`src/rtl/alu_pkg.sv`:
```
// alu_pkg: shared definitions for the sequential ALU.
//   alu_op_t  - 4-bit opcode set (0x0..0xC defined, 0xD..0xF yield zero)
//   state_t   - control FSM states
//   BCD_CORR  - decimal correction added to a digit sum above 9
//   is_shift  - true for the opcodes that shift/rotate shamt positions
package alu_pkg;

    typedef enum logic [3:0] {
        OP_INC  = 4'h0,
        OP_DEC  = 4'h1,
        OP_ADC  = 4'h2,
        OP_SBC  = 4'h3,
        OP_ROR  = 4'h4,
        OP_ASL  = 4'h5,
        OP_ROL  = 4'h6,
        OP_OR   = 4'h7,
        OP_AND  = 4'h8,
        OP_BIT  = 4'h9,
        OP_EOR  = 4'hA,
        OP_ONES = 4'hB,
        OP_LSR  = 4'hC
    } alu_op_t;

    typedef enum logic {
        IDLE = 1'b0,
        RUN  = 1'b1
    } state_t;

    localparam logic [3:0] BCD_CORR = 4'd6;

    function automatic logic is_shift(input logic [3:0] op);
        return (op == OP_ROR) || (op == OP_ASL) || (op == OP_ROL) || (op == OP_LSR);
    endfunction

endpackage

```
`src/rtl/seq_alu_bcd_digit.sv`:
```
// bcd_digit: combinational single-digit decimal adder.
//   x, y  in  4  decimal digits (0-9 expected; other codes give a don't-care sum)
//   ci    in  1  carry in
//   s     out 4  corrected decimal sum digit
//   co    out 1  decimal carry out
// Subtraction is done by the caller feeding the 9's complement of the subtrahend.
module bcd_digit
    import alu_pkg::*;
(
    input  logic [3:0] x,
    input  logic [3:0] y,
    input  logic       ci,
    output logic [3:0] s,
    output logic       co
);

    logic [4:0] raw;

    always_comb begin
        raw = {1'b0, x} + {1'b0, y} + {4'b0000, ci};
        s   = raw[3:0];
        co  = 1'b0;
        if (raw > 5'd9) begin
            // Adding 6 skips the six unused codes; bit 4 of the sum is the decimal carry.
            s  = raw[3:0] + BCD_CORR;
            co = 1'b1;
        end
    end

endmodule

```
`src/rtl/seq_alu.sv`:
```
// seq_alu: multi-cycle ALU between the register file and the flag/result registers.
//   clk, resetb           clock, synchronous active-low reset
//   start, op, a, b,      request and operands; sampled only while busy=0
//   c_in, bcd, shamt
//   busy                  high while a multi-cycle operation is in RUN
//   done                  one-cycle pulse when y and the flags are updated
//   y, c_out, zero,       registered result and flags, held until the next done
//   negative, overflow
// Handshake: start is taken on any rising edge where busy=0 (including the cycle
// done=1); single-cycle ops raise done on that edge, BCD adc/sbc and shifts with
// shamt>0 raise busy on that edge and raise done on the edge busy falls.
// A start seen while busy=1 is dropped and the operands are not re-sampled.
module seq_alu
    import alu_pkg::*;
#(
    parameter int WIDTH = 8,
    parameter int SHW   = $clog2(WIDTH)
) (
    input  logic             clk,
    input  logic             resetb,
    input  logic             start,
    input  logic [3:0]       op,
    input  logic [WIDTH-1:0] a,
    input  logic [WIDTH-1:0] b,
    input  logic             c_in,
    input  logic             bcd,
    input  logic [SHW-1:0]   shamt,
    output logic             busy,
    output logic             done,
    output logic [WIDTH-1:0] y,
    output logic             c_out,
    output logic             zero,
    output logic             negative,
    output logic             overflow
);

    localparam int DIGITS = WIDTH / 4;
    localparam int CW     = ($clog2(DIGITS + 1) > SHW) ? $clog2(DIGITS + 1) : SHW;

    state_t           state, state_nx;
    logic [CW-1:0]    cnt, cnt_nx;
    logic [WIDTH-1:0] wa, wa_nx, wb, wb_nx, wr, wr_nx;
    logic             cy, cy_nx;
    logic [3:0]       run_op, run_op_nx;

    logic             fin, fin_c, fin_v, fin_n;
    logic [WIDTH-1:0] fin_y;

    logic [WIDTH:0]   sum;
    logic [WIDTH-1:0] sc_y, sh_y;
    logic             sc_c, sc_v, sh_c;
    logic             bcd_start, need_run;
    logic [3:0]       dig_y, dig_s;
    logic             dig_co;

    assign bcd_start = bcd && ((op == OP_ADC) || (op == OP_SBC));
    assign need_run  = bcd_start || (is_shift(op) && (shamt != '0));

    // Least significant digit of the working operands; sbc adds the 9's complement of a.
    assign dig_y = (run_op == OP_SBC) ? (4'd9 - wa[3:0]) : wa[3:0];

    bcd_digit u_digit (
        .x  (wb[3:0]),
        .y  (dig_y),
        .ci (cy),
        .s  (dig_s),
        .co (dig_co)
    );

    // Single-cycle result, also covers shifts with shamt=0.
    always_comb begin
        sum  = '0;
        sc_y = '0;
        sc_c = 1'b0;
        sc_v = 1'b0;
        case (op)
            OP_INC: begin
                sum  = {1'b0, a} + {{WIDTH{1'b0}}, c_in};
                sc_y = sum[WIDTH-1:0];
                sc_c = sum[WIDTH];
            end
            OP_DEC: begin
                // a + all-ones + ~c_in: carry out means no borrow.
                sum  = {1'b0, a} + {1'b0, {WIDTH{1'b1}}} + {{WIDTH{1'b0}}, ~c_in};
                sc_y = sum[WIDTH-1:0];
                sc_c = sum[WIDTH];
            end
            OP_ADC: begin
                sum  = {1'b0, a} + {1'b0, b} + {{WIDTH{1'b0}}, c_in};
                sc_y = sum[WIDTH-1:0];
                sc_c = sum[WIDTH];
                sc_v = (a[WIDTH-1] ^ b[WIDTH-1] ^ sum[WIDTH-1]) ^ sum[WIDTH];
            end
            OP_SBC: begin
                sum  = {1'b0, b} + {1'b0, ~a} + {{WIDTH{1'b0}}, c_in};
                sc_y = sum[WIDTH-1:0];
                sc_c = sum[WIDTH];
                sc_v = (b[WIDTH-1] ^ ~a[WIDTH-1] ^ sum[WIDTH-1]) ^ sum[WIDTH];
            end
            OP_ROR, OP_ASL, OP_ROL, OP_LSR: begin
                sc_y = a;
                sc_c = c_in;
            end
            OP_OR:  sc_y = a | b;
            OP_AND: sc_y = a & b;
            OP_BIT: begin
                sc_y = a & b;
                sc_v = a[WIDTH-2];
            end
            OP_EOR: sc_y = a ^ b;
            OP_ONES: begin
                sc_y = '1;
                sc_c = 1'b1;
                sc_v = 1'b1;
            end
            default: ;
        endcase
    end

    // One position of shift/rotate per RUN cycle; rotates go through the carry.
    always_comb begin
        sh_y = wr;
        sh_c = cy;
        case (run_op)
            OP_ROR: begin sh_y = {cy, wr[WIDTH-1:1]};   sh_c = wr[0];       end
            OP_ROL: begin sh_y = {wr[WIDTH-2:0], cy};   sh_c = wr[WIDTH-1]; end
            OP_ASL: begin sh_y = {wr[WIDTH-2:0], 1'b0}; sh_c = wr[WIDTH-1]; end
            OP_LSR: begin sh_y = {1'b0, wr[WIDTH-1:1]}; sh_c = wr[0];       end
            default: ;
        endcase
    end

    // Next-state and output-load logic.
    always_comb begin
        state_nx  = state;
        cnt_nx    = cnt;
        wa_nx     = wa;
        wb_nx     = wb;
        wr_nx     = wr;
        cy_nx     = cy;
        run_op_nx = run_op;
        fin       = 1'b0;
        fin_y     = '0;
        fin_c     = 1'b0;
        fin_v     = 1'b0;
        fin_n     = 1'b0;
        case (state)
            IDLE: begin
                if (start) begin
                    if (need_run) begin
                        state_nx  = RUN;
                        cnt_nx    = bcd_start ? CW'(DIGITS) : CW'(shamt);
                        wa_nx     = a;
                        wb_nx     = b;
                        wr_nx     = bcd_start ? '0 : a;
                        cy_nx     = c_in;
                        run_op_nx = op;
                    end else begin
                        fin   = 1'b1;
                        fin_y = sc_y;
                        fin_c = sc_c;
                        fin_v = sc_v;
                        fin_n = sc_y[WIDTH-1] | ((op == OP_BIT) & a[WIDTH-1]);
                    end
                end
            end
            RUN: begin
                if ((run_op == OP_ADC) || (run_op == OP_SBC)) begin
                    // Digits enter at the top of wr so the result is aligned after the last one.
                    wa_nx = wa >> 4;
                    wb_nx = wb >> 4;
                    wr_nx = {dig_s, wr[WIDTH-1:4]};
                    cy_nx = dig_co;
                end else begin
                    wr_nx = sh_y;
                    cy_nx = sh_c;
                end
                // <= 1 rather than == 1 so a zero count can never strand the FSM.
                if (cnt <= CW'(1)) begin
                    state_nx = IDLE;
                    cnt_nx   = '0;
                    fin      = 1'b1;
                    fin_y    = wr_nx;
                    fin_c    = cy_nx;
                    fin_n    = wr_nx[WIDTH-1];
                end else begin
                    cnt_nx = cnt - CW'(1);
                end
            end
            default: state_nx = IDLE;
        endcase
    end

    always_ff @(posedge clk) begin
        if (!resetb) begin
            state    <= IDLE;
            cnt      <= '0;
            wa       <= '0;
            wb       <= '0;
            wr       <= '0;
            cy       <= 1'b0;
            run_op   <= '0;
            done     <= 1'b0;
            y        <= '0;
            c_out    <= 1'b0;
            zero     <= 1'b0;
            negative <= 1'b0;
            overflow <= 1'b0;
        end else begin
            state  <= state_nx;
            cnt    <= cnt_nx;
            wa     <= wa_nx;
            wb     <= wb_nx;
            wr     <= wr_nx;
            cy     <= cy_nx;
            run_op <= run_op_nx;
            done   <= fin;
            if (fin) begin
                y        <= fin_y;
                c_out    <= fin_c;
                zero     <= (fin_y == '0);
                negative <= fin_n;
                overflow <= fin_v;
            end
        end
    end

    assign busy = (state == RUN);

endmodule

```
`config.mk`:
```
export PLATFORM = sky130hd
export DESIGN_NAME = seq_alu
export DESIGN_NICKNAME = d
export VERILOG_FILES = /design/src/rtl/alu_pkg.sv /design/src/rtl/seq_alu_bcd_digit.sv /design/src/rtl/seq_alu.sv
export SDC_FILE = /design/constraint.sdc
export NUM_CORES = 1
export LEC_CHECK = 0
export BUFFER_PORTS_ARGS = -buffer_cell sky130_fd_sc_hd__clkbuf_2
export CAP_MARGIN = 20
export CORE_MARGIN = 8
export CORE_UTILIZATION = 30
export DETAILED_ROUTE_END_ITERATION = 8
export PLACE_DENSITY_LB_ADDON = 0.08
export SYNTH_ARGS = -nofsm -noshare
export SYNTH_HDL_FRONTEND = slang
export SYNTH_SLANG_ARGS = --single-unit
export TNS_END_PERCENT = 1
```
`constraint.sdc`:
```
create_clock -name clk -period 5.1 [get_ports clk]
set_clock_uncertainty 0.15 [all_clocks]
set_input_delay 0.51 -clock clk [delete_from_list [all_inputs] [get_ports clk]]
set_output_delay 0.51 -clock clk [all_outputs]
set_load 0.005 [all_outputs]
```
==> summary.txt, run 1 <==
Status
  – Outcome: finished, final reports clean

Power
  – Pwr/cell area: 235.3 mW/mm^2
  – Reg power frac: 0.359
  – Sw Ratio: 0.3759
  – Leakage power figure: 1.930 nW
  – Comb pwr share: 0.323
  – Int Pwr: 0.7086 mW
  – Worst vdd rail ir drop: 0.1781 mV
  – Clock network power share: 0.318
  – NetSw: 0.4267 mW

Die
  – # IOs: 42
  – Core area: 0.01448 sq mm
  – Starting Density: 0.3052
  – Die ar.: 0.01887 sq mm
  – Row cnt: 44
  – Die X: 137.4 um
  – Height of the die: 137.4 um

Drt
  – Routed wire length: 15950 um
  – DR WL/cell: 20.56 um
  – 1st-iter DRT viols: 409
  – Vias after detailed routing: 4454
  – DRT Pass-1 Iters: 5
  – # DRC: 0
  – Vias per inst: 5.740
  – Antenna viol nets, final: 0

Cells and area
  – Finished Layout Cells: 776
  – # nets final: 658
  – ANT cells: 0
  – Area growth from synthesis to layout: 9.202%
  – Share of layout cells above drive strength 1: 0.1216

Clock tree
  – Worst-Skew Late Latency: 0.31 ns
  – CTS Buffer Depth: 2
  – Root Buffer: clkbuf_16
  – H-tree Lvls: 2
  – Setup bufs post-CTS: 0
  – PostCTS Resize Cnt: 0
  – TritonCTS Buffers: 5
  – CTS tree: done
  – CTS sink count: 46
  – Hold buffer count at CTS: 0
  – Clock Pin Slew Worst Setup and Hold Paths: 0.08 ns

Yosys
  – EDFF count, synth: 0
  – Syn Area/Cell: 7.593 sq um
  – Post-Syn Instances: 582
  – Largest family of logic cells by synthesized area: compound AO/OA/AOI/OAI gates
  – Ranking of synthesized cells by area: dfxtp_1, ha_1, a21oi_1, nor2_1, nand2_1
  – Post-synthesis sequential area ratio: 0.2084
  – Synthesis-stage register bit count: 46
  – Top-area cell type share of the netlist area: 0.2084
  – Post-synthesis mux area share: 0.01472
  – Post-synth top area cell: dfxtp_1
  – Synthesis Warnings: 0
  – Synthesized area: 0.004419 sq mm
  – Synth unique cells: 76
  – Main synth FF type: dfxtp_1
  – XOR/XNOR share of the synthesized area: 0.02576
  – Async set-reset flop share out of synthesis: 0
  – Simple-Gate Fraction of Synth Area: 0.2358
  – Synth Area in Compound Gates: 0.3160
  – Syn Nets: 649
  – Synth Area in Adders: 0.1232

STA
  – Crit path time final: 3.987 ns
  – Worst-margin pin slew: 0.8801 ns
  – RSZ-0062 raised after global routing: no
  – Fin. max-slew vios: 0
  – Worst rel slew slack: 0.4087
  – Endpoints failing hold: 0
  – Final setup viols: 0
  – Hold WS: 0.3089 ns
  – Max Clock Freq: 250.8 MHz
  – Sum Neg Setup Slack: 0 ns
  – Period utilization: 0.7818

Global route
  – Number of global-route vias before repair: 4208
  – Initial antenna violation count: 0
  – Largest net degree at the start of global routing: 41
  – GRT Util Overall: 0.1715
  – GR Overflow Total: 0
  – First-pass GRT wire length: 24960 um

Setup path
  – Critical path startpoint category: register
  – WP data required: 5.15 ns
  – CP Launch Point: run_op[1]
  – R2R Setup Slk: 1.11 ns
  – Worst-path fanout max: 18
  – CP Capture Point: zero
  – Worst-case reg-to-reg path depth: 16
  – Reg-to-Reg Start: run_op[1]
  – Critical Path AT: 4.03 ns
  – CP endpoint kind: register
  – Critical path class: register to register
  – Reg-to-Reg End: zero

Hold path
  – Min-delay worst type: register to register
  – Hold path cells: 2

Placed design
  – Hpwl dp: 12220 um
  – Dpl cells: 768
  – Routability cong.: 0.9144
  – PortBufs: 41

Flow run
  – Max-cap viol count: 0
==> worst min-delay path by stage <==
stage	start	slack, ns	end
after floorplan	y[0]	0.30	y[0]
after global placement	y[7]	0.30	y[7]
after detailed placement	y[7]	0.30	y[7]
after CTS	y[7]	0.31	y[7]
after global routing	y[7]	0.33	y[7]
final	y[7]	0.31	y[7]
==> kinds of logic after synthesis <==
family / count (synthesis)
AO/OA/AOI/OAI: 199
XOR/XNOR: 13
adder cells (fa/ha/maj): 40
buffers and inverters: 77
flip-flops: 46
multiplexers: 6
AND/OR/NAND/NOR: 201
==> registers in the layout, indices dropped and copies added, names as in the netlist <==
signal,cells
wb,8
cy,1
zero,1
busy,1
run_op,4
cnt,3
overflow,1
y,8
negative,1
wr,8
done,1
c_out,1
wa,8
==> through the flow <==
stage          total power [mW]  instance area, sq um    util  setup slack (ns)
2_1_floorplan            0.6669                  4419       -             1.389
3_3_place_gp             0.7837                  4672  0.3227             1.228
3_5_place_dp             0.7806                  4672  0.3227             1.109
4_1_cts                   1.147                  4826  0.3333             1.103
5_1_grt                   1.207                  4826  0.3333            0.8290
6_report                  1.135                  4826  0.3333             1.113
==> per-layer routing <==
metal,GRT usage,vias up,wire [um]
li1,-,2161,-
met1,0.2405,2127,7642
met2,0.2665,151,7211
met3,0.02845,15,887
met4,0.04225,0,210
met5,0,-,0
==> worst max-delay path, stage by stage (launching register included) <==
cell and delay (ns):
dfxtp_1 0.53, nor3b_2 0.23, buf_4 0.25, nand2_1 0.12
xor2_1 0.20, fa_1 0.21, inv_1 0.06, fa_1 0.39
xor2_1 0.33, inv_1 0.09, ha_1 0.23, nand2_1 0.08
o31a_1 0.17, a21oi_1 0.11, o31ai_1 0.42, o2bb2ai_1 0.22
o31ai_2 0.09
==> power by group through the flow <==
stage	sequential [mW]	combinational [mW]	clock, mW
after floorplan	0.406	0.261	0
after global placement	0.416	0.368	0
after detailed placement	0.416	0.364	0
after CTS	0.408	0.367	0.372
after global routing	0.412	0.406	0.389
final	0.408	0.367	0.361
==> cells in the final DEF (no fill, tap or decap), types with 11 or more instances in the layout <==
cell type,count
a211oi_1,14
a21oi_1,49
a22oi_1,12
a31oi_1,11
clkbuf_2,41
dfxtp_1,46
ha_1,33
inv_1,35
nand2_1,49
nand3_1,12
nor2_1,52
nor2b_1,12
nor3_1,16
o211ai_1,12
o21ai_0,22
==> synthesized netlist by cell type (6+ instances only) <==
| master | number |
|---|---|
| a22oi_1 | 12 |
| fa_1 | 6 |
| a211oi_1 | 14 |
| o21ai_0 | 22 |
| nand3_1 | 12 |
| a21o_1 | 6 |
| buf_2 | 14 |
| o31ai_1 | 6 |
| inv_1 | 35 |
| nor2b_1 | 12 |
| nand2b_1 | 7 |
| clkbuf_1 | 20 |
| o211ai_1 | 12 |
| a31oi_1 | 11 |
| or3_1 | 7 |
| a21oi_1 | 49 |
| o221ai_1 | 6 |
| nor3b_1 | 7 |
| nand2_1 | 49 |
| dfxtp_1 | 46 |
| and3_1 | 7 |
| ha_1 | 33 |
| nor3_1 | 16 |
| xnor2_1 | 9 |
| nor2_1 | 52 |
| a221oi_1 | 9 |
| nand3b_1 | 7 |
==> cell type report <==
| type | instances | area (sq um) |
|---|---|---|
| fill | 1574 | 9653 |
| sequential | 46 | 920.9 |
| tap | 184 | 230.2 |
| clock buffer | 5 | 125.1 |
| inverter | 35 | 131.4 |
| multi-input combinational | 459 | 3162 |
| clock inverter | 3 | 28.78 |
| timing repair buffer | 44 | 227.7 |
Note: power is estimated with default switching activity, not from simulation.
==> inputs of run 2 (changes only) <==
==> constraint.sdc (replaced) <==
create_clock -name clk -period 3.6 [get_ports clk]
set_clock_uncertainty 0.15 [all_clocks]
set_input_delay 0.36 -clock clk [delete_from_list [all_inputs] [get_ports clk]]
set_output_delay 0.36 -clock clk [all_outputs]
set_load 0.005 [all_outputs]
==> summary.txt, run 2 (same netlist as run 1, synthesis figures left out) <==
Status
  – Outcome: finished, final reports clean

Clock tree
  – TritonCTS Buffers: 5 (unchanged)
  – H-tree Lvls: 2 (unchanged)
  – CTS tree: done
  – Hold buffer count at CTS: 0 (unchanged)
  – CTS sink count: 46 (unchanged)
  – Clock Pin Slew Worst Setup and Hold Paths: 0.08 ns (about the same)
  – CTS Buffer Depth: 2 (unchanged)
  – Worst-Skew Late Latency: 0.30 ns (about the same)
  – Root Buffer: clkbuf_16

Setup path
  – CP endpoint kind: register
  – Worst-path fanout max: 7 (-11)
  – Critical path class: register to register
  – CP Launch Point: run_op[3]
  – WP data required: 3.67 ns (-1.48 ns)
  – Critical Path AT: 3.46 ns (-0.57 ns)
  – Critical path startpoint category: register
  – Reg-to-Reg Start: run_op[3]

Die
  – # IOs: 42 (unchanged)
  – Row cnt: 44 (unchanged)
  – Starting Density: 0.3052 (unchanged)
  – Die ar.: 0.01887 sq mm (unchanged)
  – Core area: 0.01448 sq mm (unchanged)
  – Height of the die: 137.4 um (unchanged)
  – Die X: 137.4 um (unchanged)

Placed design
  – PortBufs: 41 (unchanged)
  – Hpwl dp: 12450 um (+1.9%)
  – Routability cong.: 0.9182 (+0.42%)
  – Dpl cells: 791 (+3.0%)

STA
  – Period utilization: 0.9417 (+0.1599)
  – Sum Neg Setup Slack: 0 ns (unchanged)
  – Final setup viols: 0 (unchanged)
  – Fin. max-slew vios: 0 (unchanged)
  – Max Clock Freq: 295.0 MHz (+18%)
  – Worst-margin pin slew: 0.8966 ns (+0.01640 ns)
  – Worst rel slew slack: 0.3977 (-0.01102)
  – RSZ-0062 raised after global routing: no
  – Crit path time final: 3.390 ns (-0.5970 ns)
  – Hold WS: 0.2455 ns (-0.06343 ns)
  – Endpoints failing hold: 0 (unchanged)

Cells and area
  – Area growth from synthesis to layout: 13.70%
  – Finished Layout Cells: 799 (+3.0%)
  – Post-layout utilization of the core: 0.3470 (+0.01374)
  – # nets final: 681 (+3.5%)
  – Most frequent cells in the layout: nor2_1, nand2_1, a21oi_1
  – Filler cell count: 1520 (-3.4%)
  – Most common cell after layout, fill and taps aside: nor2_1
  – ANT cells: 0 (unchanged)
  – Share of layout cells above drive strength 1: 0.1610 (+0.03935)

Hold path
  – Min-Delay Startpoint: a[0]
  – Min-delay worst type: input pin to register

Global route
  – Largest net degree at the start of global routing: 51 (+24%)
  – GRT Util Overall: 0.1705 (-0.001047)
  – GR Overflow Total: 0 (unchanged)
  – First-pass GRT wire length: 25070 um (+0.47%)
  – Initial antenna violation count: 0 (unchanged)
  – Number of global-route vias before repair: 4359 (+3.6%)

Drt
  – Vias after detailed routing: 4547 (+2.1%)
  – Routed wire length: 15890 um (-0.38%)
  – Vias per inst: 5.691 (-0.85%)
  – 1st-iter DRT viols: 329 (-20%)
  – DR WL/cell: 19.89 um (-3.2%)
  – DRT Pass-1 Iters: 7 (+2)
  – # DRC: 0 (unchanged)
  – Antenna viol nets, final: 0 (unchanged)

Power
  – Total power: 1.637 mW (+44%)
  – Pwr/cell area: 325.8 mW/mm^2 (+38%)
  – Leakage power figure: 2.041 nW (+5.8%)
  – Worst vdd rail ir drop: 0.1833 mV (+2.9%)

Flow run
  – Max-cap viol count: 0 (unchanged)
run 2: worst paths after layout:
kind / end / slack, ns / cells after the start
hold / removal: wr[0] / 0.25 / 3
setup / recovery: zero / 0.21 / 16
setup reg to reg: zero / 0.21 / 16
hold reg to reg: y[5] / 0.31 / 2
run 2: metal layers:
layer / vias up / track usage / wire length (um)
met4: 0 / 0.04768 / 290
li1: 2204 / - / -
met3: 20 / 0.03319 / 972
met5: - / 0 / 0
met1: 2148 / 0.2327 / 7549
met2: 175 / 0.2665 / 7080
run 2: cell type report:
type                       count  area [sq um]  area share
multi-input combinational    459          3188      0.6345
tap                          184         230.2     0.04582
timing repair buffer          67         400.4     0.07968
clock inverter                 3         28.78    0.005727
clock buffer                   5         125.1     0.02490
inverter                      35         131.4     0.02615
sequential                    46         920.9      0.1833
run 2: metrics by stage:
stage	cell area (sq um)	setup slack (ns)
6_report	5025	0.2098
5_1_grt	5025	0.01550
4_1_cts	5012	0.1737
3_5_place_dp	4858	0.1039
3_3_place_gp	4858	0.09939
2_1_floorplan	4436	0.02040
run 2: timing repair:
action | CTS | global route
gates resized for setup | 0 | 3
setup buffers | 0 | 0
hold endpoints to repair | 0 | 0
endpoints found under the setup margin | 0 | 2
run 2: critical path: stages, from the launching register on:
cell     delay (ns)
dfxtp_1        0.37
nor3b_4        0.22
nand2_1        0.12
xor2_1         0.16
fa_1           0.37
inv_1          0.08
fa_2           0.49
inv_1          0.09
ha_1           0.18
nand2_1        0.09
o31a_1         0.14
nor4_2         0.17
a31oi_1        0.08
nand2_1        0.13
o22a_1         0.18
nand4_1        0.11
o31ai_2        0.18
run 2: power by group:
part / internal [mW] / total, mW / switching, mW
clock network: 0.267 / 0.508 / 0.241
registers: 0.543 / 0.572 / 0.0293
logic: 0.217 / 0.557 / 0.340
